===== src/rtl/tile_map_writer.sv =====
// Command-driven writer for the AudVid tile-position map: clears the map after
// reset, then turns WRITE / HLINE / FILL commands into one registered write per clock.
module tile_map_writer #(
  parameter int COLS = 20,
  parameter int ROWS = 15
) (
  input  logic       MasterCLK,
  input  logic       Reset,
  input  logic       CmdValid,
  output logic       CmdReady,
  input  logic [1:0] CmdOp,
  input  logic [4:0] CmdCol,
  input  logic [3:0] CmdRow,
  input  logic [4:0] CmdLen,
  input  logic [4:0] CmdTile,
  output logic       CmdError,
  output logic       Busy,
  output logic       TilesPositionWE,
  output logic [8:0] TilesPositionAddress,
  output logic [4:0] TilesPositionData
);

  localparam logic [1:0] ST_INIT = 2'd0;
  localparam logic [1:0] ST_IDLE = 2'd1;
  localparam logic [1:0] ST_FILL = 2'd2;
  localparam logic [1:0] ST_LINE = 2'd3;

  localparam logic [1:0] OP_WRITE = 2'd0;
  localparam logic [1:0] OP_HLINE = 2'd1;
  localparam logic [1:0] OP_FILL  = 2'd2;

  localparam logic [8:0] MAP_LAST  = 9'(COLS * ROWS - 1);
  localparam logic [4:0] COL_LIMIT = 5'(COLS);
  localparam logic [3:0] ROW_LIMIT = 4'(ROWS);

  logic [1:0] state;
  logic [8:0] counter;

  logic [8:0] row_ext;
  logic [8:0] cmd_base;
  logic       cmd_in_range;
  logic [4:0] row_room;
  logic [4:0] run_len;

  // Row*20 is built from shifts; the run is clipped so it never leaves its row.
  always_comb begin
    row_ext      = {5'd0, CmdRow};
    cmd_base     = (row_ext << 4) + (row_ext << 2) + {4'd0, CmdCol};
    cmd_in_range = (CmdCol < COL_LIMIT) && (CmdRow < ROW_LIMIT);
    row_room     = COL_LIMIT - CmdCol;
    run_len      = (CmdLen < row_room) ? CmdLen : row_room;
  end

  always_ff @(posedge MasterCLK) begin
    if (!Reset) begin
      state                <= ST_INIT;
      counter              <= 9'd0;
      TilesPositionWE      <= 1'b0;
      TilesPositionAddress <= 9'd0;
      TilesPositionData    <= 5'd0;
      CmdReady             <= 1'b0;
      CmdError             <= 1'b0;
      Busy                 <= 1'b1;
    end else begin
      case (state)
        ST_INIT: begin
          TilesPositionWE      <= 1'b1;
          TilesPositionAddress <= counter;
          TilesPositionData    <= 5'd0;
          counter              <= counter + 9'd1;
          if (counter == MAP_LAST) begin
            state <= ST_IDLE;
          end
        end

        ST_IDLE: begin
          TilesPositionWE <= 1'b0;
          CmdError        <= 1'b0;
          CmdReady        <= 1'b1;
          Busy            <= 1'b0;
          // Single-cycle commands stay in IDLE; CmdReady low blocks the next edge.
          if (CmdValid && CmdReady) begin
            CmdReady <= 1'b0;
            Busy     <= 1'b1;
            case (CmdOp)
              OP_WRITE: begin
                if (cmd_in_range) begin
                  TilesPositionWE      <= 1'b1;
                  TilesPositionAddress <= cmd_base;
                  TilesPositionData    <= CmdTile;
                end else begin
                  CmdError <= 1'b1;
                end
              end
              OP_HLINE: begin
                if (!cmd_in_range) begin
                  CmdError <= 1'b1;
                end else if (run_len != 5'd0) begin
                  TilesPositionWE      <= 1'b1;
                  TilesPositionAddress <= cmd_base;
                  TilesPositionData    <= CmdTile;
                  if (run_len > 5'd1) begin
                    state   <= ST_LINE;
                    counter <= 9'(run_len - 5'd1);
                  end
                end
              end
              OP_FILL: begin
                TilesPositionWE      <= 1'b1;
                TilesPositionAddress <= 9'd0;
                TilesPositionData    <= CmdTile;
                counter              <= 9'd1;
                state                <= ST_FILL;
              end
              default: begin
                CmdError <= 1'b1;
              end
            endcase
          end
        end

        ST_FILL: begin
          TilesPositionWE      <= 1'b1;
          TilesPositionAddress <= counter;
          counter              <= counter + 9'd1;
          if (counter == MAP_LAST) begin
            state <= ST_IDLE;
          end
        end

        ST_LINE: begin
          // counter holds the writes still owed after this one plus one.
          TilesPositionWE      <= 1'b1;
          TilesPositionAddress <= TilesPositionAddress + 9'd1;
          counter              <= counter - 9'd1;
          if (counter == 9'd1) begin
            state <= ST_IDLE;
          end
        end

        default: begin
          state <= ST_INIT;
        end
      endcase
    end
  end

endmodule


===== config.mk =====
export PLATFORM = sky130hd
export DESIGN_NAME = tile_map_writer
export DESIGN_NICKNAME = d
export VERILOG_FILES = /design/src/rtl/tile_map_writer.sv
export SDC_FILE = /design/constraint.sdc
export NUM_CORES = 1
export LEC_CHECK = 0
export BUFFER_PORTS_ARGS = -buffer_cell sky130_fd_sc_hd__buf_2
export CAP_MARGIN = 15
export CORE_ASPECT_RATIO = 1.4
export CORE_UTILIZATION = 30
export CTS_CLUSTER_SIZE = 8
export DETAILED_ROUTE_END_ITERATION = 7
export PLACE_DENSITY = 0.48
export SLEW_MARGIN = 20
export SYNTH_ARGS = -nofsm -noshare
export SYNTH_HDL_FRONTEND = slang
export SYNTH_SLANG_ARGS = --single-unit

===== constraint.sdc =====
create_clock -name MasterCLK -period 11.2 [get_ports MasterCLK]
set_input_delay 1.68 -clock MasterCLK [delete_from_list [all_inputs] [get_ports MasterCLK]]
set_output_delay 1.68 -clock MasterCLK [all_outputs]
set_load 0.01 [all_outputs]

==> flow_metrics.env, run 1 <==
export IMPL_dpl_hpwl_mm=5.522
export IMPL_worstSetupEndpointType="flip-flop"
export IMPL_h_tree_depth=2
export IMPL_cap_viol_max_count=0
export IMPL_grt_start_max_net_pins=30
export IMPL_clk_transition_reported_paths_ns=0.05
export IMPL_finalNetCount=402
export IMPL_cts_root_buffer_cell="clkbuf_16"
export IMPL_path_max_fanout=19
export IMPL_postCtsSetupBuffers=0
export IMPL_detail_route_wl_per_cell_um=16.00
export IMPL_placeableCoreArea_mm2=0.008100
export IMPL_post_place_cells=455
export IMPL_clock_buffer_count_from_cts=5
export IMPL_timing_final_hold_violations=0
export IMPL_detailroute_via_count=2516
export IMPL_synth_ff_latch_count=29
export IMPL_viasPerCell=5.446
export IMPL_layout_drive_gt1_share=0.1889
export IMPL_num_antenna_cells=0
export IMPL_initial_core_util=0.3089
export IMPL_synth_cell_area_mm2=0.002502
export IMPL_groute_usage_overall=0.1770
export IMPL_synth_area_per_cell_um2=7.676
export IMPL_synth_async_reset_ratio=0
export IMPL_number_of_fillers_in_the_final_layout=927
export IMPL_ys_top_cells_by_area="dfxtp_1, ha_1, nand2_1"
export IMPL_layout_commonest_cell="buf_2"
export IMPL_drt_pass1_iter_count=4
export IMPL_path_class="in2reg"
export IMPL_place_port_buffers=41
export IMPL_fin_util=0.3587
export IMPL_yosysWarnings=0
export IMPL_design_portCount=42
export IMPL_sum_of_negative_setup_slack_ns=0
export IMPL_setup_repair_after_global_routing_missed_its_margin="no"
export IMPL_timing_final_crit_share=0.4963
export IMPL_layout_common_cells="buf_2, nand2_1, nor2_1, dfxtp_1, o21ai_0"
export IMPL_number_of_antenna_violations_at_the_first_check_in_global_routing=0
export IMPL_ys_seq_area_frac=0.2320
export IMPL_timing_hold_worst_class="reg2reg"
export IMPL_globalplace_congestion=0.7853
export IMPL_drt_total_wl_mm=7.392
export IMPL_pin_slew_with_the_least_headroom_to_its_limit_ns=1.100
export IMPL_global_route_overflow_total=0
export IMPL_hold_slack_ns=0.4482
export IMPL_area_added_between_synthesis_and_finish_pct=16.10
export IMPL_chipHeight_um=110.1
export IMPL_clk_path_buf_depth=2
export IMPL_final_setup_viol_count=0
export IMPL_die_area_mm2=0.008716
export IMPL_netlist_top_cell_by_area="dfxtp_1"
export IMPL_synth_enable_flop_cells=0
export IMPL_slew_violations=0
export IMPL_first_iter_violations=165
export IMPL_route_detailed_drc=0
export IMPL_worst_ep_required_time_ns=11.40
export IMPL_timing_max_slew_rel_slack=0.2640
export IMPL_period_minus_slack_ns=5.559
export IMPL_cts_resized=0
export IMPL_achievable_frequency_mhz=179.9
export IMPL_finalNonFillerCells=462
export IMPL_row_count=39
export IMPL_pleak_nw=1.172
export IMPL_post_cts_hold_buffer_count=0
export IMPL_yosysUniqueCellTypes=59
export IMPL_synth_flop_cell="dfxtp_1"
export IMPL_first_global_vias=2347
export IMPL_ant_nets=0
export IMPL_cts_tree="done"
export IMPL_cts_num_sinks=29
export IMPL_die_width_um=79.19
export IMPL_clock_insertion_delay_worst_skew_ns=0.28
export IMPL_result_of_the_run="completed"
export IMPL_clock_skew_final_ns=0.008560
export IMPL_grt_pass1_wl_mm=11.81
export IMPL_cp_start_kind="input port"
export IMPL_power_ir_vdd_worst_uv=63.10
export IMPL_synth_cells=326
export IMPL_synth_net_count=368
export IMPL_worst_endpoint_arrival_ns=5.76
export IMPL_synth_top_area_frac=0.2320
export IMPL_powerDensity_mw_per_mm2=107.1
cell type report:
| cell class | count | area (um^2) | area share |
|---|---|---|---|
| clock buffer | 7 | 142.6 | 0.04910 |
| tap | 102 | 127.6 | 0.04393 |
| sequential | 29 | 580.6 | 0.1998 |
| multi-input combinational | 264 | 1770 | 0.6094 |
| inverter | 17 | 63.81 | 0.02196 |
| timing repair buffer | 43 | 220.2 | 0.07580 |
cells by family (layout without fill, tap and decap cells):
logic type	Yosys count	after routing	synth area share
AOI/OAI and AO/OA	104	104	0.2925
muxes	10	10	0.04150
buffers and inverters	33	67	0.06050
DFF	29	29	0.2320
xor gates and xnor gates	16	16	0.05600
and+or+nand+nor	116	116	0.2215
adders and majority gates	18	18	0.09600
sequential cells by signal, indices dropped and copies added, names as in the netlist:
register and flops:
Busy 1, CmdError 1, CmdReady 1, TilesPositionAddress 9
TilesPositionData 5, TilesPositionWE 1, counter 9, state 2
layer usage:
| layer | share of wire | track usage | vias up |
|---|---|---|---|
| met2 | 0.50 | 0.3220 | 58 |
| met3 | 0.028 | 0.02634 | 8 |
| met4 | 0.017 | 0.06623 | 0 |
| li1 | - | - | 1263 |
| met5 | 0 | 0 | - |
| met1 | 0.45 | 0.2074 | 1187 |
report_power, final:
group	internal, mW	total [mW]	switching [mW]	leakage [nW]
Sequential	0.106	0.112	0.00540	0.235
Combinational	0.0286	0.0678	0.0392	0.867
Clock	0.0870	0.132	0.0448	0.0700
Total	0.222	0.311	0.0894	1.17
cells in the mapped netlist (3+ instances only):
cell type  instances
nand3_1           10
xor2_1             8
nand2_1           34
o22ai_1            5
a21oi_1           20
nor2_1            30
nor3_1             8
a31o_2             4
clkbuf_1          11
a21o_1             4
mux2i_1            7
or3_1              3
a31oi_1            6
and3_1             5
nor2b_1            6
ha_1              16
inv_1             15
buf_6              3
a211oi_1           7
nand4_1            4
nand2b_1           4
dfxtp_1           29
o21ai_0           25
xnor2_1            8
a21oi_2            4
o21ai_2            3
o32ai_1            3
mux2_2             3
through the flow:
step	instance area (um^2)	power, mW	setup slack (ns)
2_1_floorplan	2502	0.1605	6.310
3_3_place_gp	2763	0.1806	5.471
3_5_place_dp	2763	0.1812	5.363
4_1_cts	2905	0.3144	5.649
5_1_grt	2905	0.3293	5.287
6_report	2905	0.3111	5.641
worst paths after layout:
kind	from	to	slack (ns)	cells past startpoint
max	CmdCol[0]	TilesPositionData[3]	5.64	15
min	Busy	Busy	0.45	1
max reg2reg	state[0]	TilesPositionData[3]	8.33	6
min reg2reg	Busy	Busy	0.45	1
critical path, stage by stage:
cell,delay [ns]
buf_2,0.16
inv_1,0.09
ha_1,0.27
nor2b_1,0.09
nor3_1,0.32
or2_2,0.19
inv_1,0.04
ha_1,0.31
a21oi_1,0.18
inv_1,0.08
a31oi_1,0.33
mux2_2,0.43
o41ai_4,0.96
or2_1,0.38
mux2i_1,0.22
Note: power is estimated with default switching activity, not from simulation.
==> inputs of run 2 (changes only) <==
Clock period 11.2 ns to 5.3 ns, I/O delays scaled along.
==> run 2 against run 1 <==
Cell count grew 0.43%. Largest cell class unchanged. Sequential power grew 110%. Sequential share of layout area is essentially flat. Via count shrank 1.2%. Worst hold slack gained 0.0080 ns. Critical path type unchanged.
==> flow_metrics.env, run 2 (same netlist as run 1, synthesis figures left out) <==
export IMPL_timing_final_crit_share=0.7972
export IMPL_cts_resized=0
export IMPL_cp_start_kind="input port"
export IMPL_worst_r2r_setup_slack_ns=2.81
export IMPL_hold_path_end="Busy"
export IMPL_timing_hold_worst_class="reg2reg"
export IMPL_biggestRegsByFlops="TilesPositionAddress: 9 flops, counter: 9 flops, TilesPositionData: 5 flops"
export IMPL_path_class="in2reg"
export IMPL_num_antenna_cells=0
export IMPL_count_of_buffering_cells_on_the_critical_path_with_inverters_included=5
export IMPL_drt_total_wl_mm=7.308
export IMPL_layout_drive_gt1_share=0.1878
export IMPL_clock_buffer_count_from_cts=5
export IMPL_layout_commonest_cell="buf_2"
export IMPL_result_of_the_run="completed"
export IMPL_stdcell_area_mm2=0.002907
export IMPL_cts_tree="done"
export IMPL_design_portCount=42
export IMPL_timing_max_slew_rel_slack=0.5525
export IMPL_sum_of_negative_setup_slack_ns=0
export IMPL_first_global_vias=2344
export IMPL_placeableCoreArea_mm2=0.008100
export IMPL_crit_reg2reg_capture="TilesPositionData[4]"
export IMPL_post_layout_total_power_mw=0.6469
export IMPL_layout_common_cells="buf_2, nand2_1, nor2_1, dfxtp_1, o21ai_0"
export IMPL_dpl_instance_area_mm2=0.002770
export IMPL_clock_skew_final_ns=0.003452
export IMPL_power_ir_vdd_worst_uv=133.5
export IMPL_timing_final_hold_violations=0
export IMPL_worstSetupEndpointType="flip-flop"
export IMPL_initial_core_util=0.3089
export IMPL_grt_pass1_wl_mm=11.96
export IMPL_finalNetCount=403
export IMPL_path_max_fanout=19
export IMPL_place_port_buffers=41
export IMPL_achievable_frequency_mhz=236.7
export IMPL_viasPerCell=5.356
export IMPL_clk_transition_reported_paths_ns=0.05
export IMPL_hold_slack_ns=0.4562
export IMPL_max_stage_delay_ns=0.43
export IMPL_area_added_between_synthesis_and_finish_pct=16.15
export IMPL_number_of_antenna_violations_at_the_first_check_in_global_routing=0
export IMPL_grt_start_max_net_pins=30
export IMPL_die_area_mm2=0.008716
export IMPL_postCtsSetupBuffers=0
export IMPL_powerDensity_mw_per_mm2=222.6
export IMPL_global_route_overflow_total=0
export IMPL_chipHeight_um=110.1
export IMPL_dpl_hpwl_mm=5.485
export IMPL_rr_worst_depth=7
export IMPL_die_width_um=79.19
export IMPL_h_tree_depth=2
export IMPL_clock_insertion_delay_worst_skew_ns=0.28
export IMPL_post_cts_hold_buffer_count=0
export IMPL_crit_path_cell_trace="buf_2 > inv_1 > ha_1 > nor2b_1 > nor3_1 > or2_2 > inv_1 > ha_1 > a21oi_1 > inv_1 > a31oi_1 > mux2_2 > o41ai_4 > buf_4 > or2_1 > mux2i_1"
export IMPL_clk_path_buf_depth=2
export IMPL_cts_num_sinks=29
export IMPL_setup_repair_after_global_routing_missed_its_margin="no"
export IMPL_first_iter_violations=111
export IMPL_critPathSlowestCell="mux2_2"
export IMPL_cts_root_buffer_cell="clkbuf_16"
export IMPL_detailroute_via_count=2485
export IMPL_cap_viol_max_count=0
export IMPL_slew_violations=0
export IMPL_pin_slew_with_the_least_headroom_to_its_limit_ns=0.6688
export IMPL_cp_top_family="simple AND/OR/NAND/NOR gates"
export IMPL_regToRegStartpoint="state[0]"
export IMPL_min_from="Busy"
export IMPL_finalNonFillerCells=464
export IMPL_final_setup_viol_count=0
export IMPL_detail_route_wl_per_cell_um=15.75
export IMPL_drt_pass1_iter_count=4
export IMPL_most_frequent_cp_cell="inv_1"
export IMPL_worst_ep_required_time_ns=5.51
export IMPL_row_count=39
export IMPL_globalplace_congestion=0.7756
export IMPL_ant_nets=0
export IMPL_period_minus_slack_ns=4.225
export IMPL_worst_endpoint_arrival_ns=4.43
export IMPL_groute_usage_overall=0.1793
export IMPL_timing_hold_worst_path_depth=1
export IMPL_pleak_nw=1.173
export IMPL_route_detailed_drc=0
export IMPL_post_place_cells=456
-- run 2: cell types whose count changed in the layout (fill, tap and decap cells not counted) --
cell / previous run / this run
clkbuf_8: 1 / 0
clkbuf_1: 1 / 3
buf_4: 2 / 3
-- run 2: worst max path at each step --
stage	cells past startpoint	end	startpoint	slack, ns
after floorplan	16	TilesPositionData[0]	CmdCol[0]	1.29
after global placement	16	TilesPositionData[2]	CmdCol[0]	0.92
after detailed placement	16	TilesPositionData[0]	CmdCol[0]	0.79
after CTS	16	TilesPositionData[0]	CmdCol[0]	1.10
after global routing	16	TilesPositionData[4]	CmdCol[0]	0.70
final	16	TilesPositionData[4]	CmdCol[0]	1.07
-- run 2: through the flow --
step                worst slack (ns)    util
CTS                            1.095  0.3588
detailed placement            0.7865  0.3420
global route                  0.7036  0.3588
floorplan                      1.295       -
global placement              0.9199  0.3420
finish                         1.075  0.3588
-- run 2: routing by layer --
metal	GRT usage	part of all wire	vias to the layer above	wire (um)
li1	-	-	1263	-
met1	0.2077	0.43	1166	3168
met2	0.3294	0.52	47	3811
met3	0.02881	0.027	9	199
met4	0.06364	0.018	0	129
met5	0	0	-	0
-- run 2: final cells by class --
class	count	area [um^2]
clock buffers	8	136.4
multi-input cells	264	1770
inverters	17	63.81
repair buffers	44	227.7
fillers	886	5194
well taps	102	127.6
flip-flops and latches	29	580.6
-- run 2: where the power goes --
part           internal [mW]  switching [mW]  leakage (nW)
clock network          0.174          0.0957        0.0652
logic                 0.0604          0.0810         0.872
registers              0.224          0.0114         0.235
total                  0.459           0.188          1.17
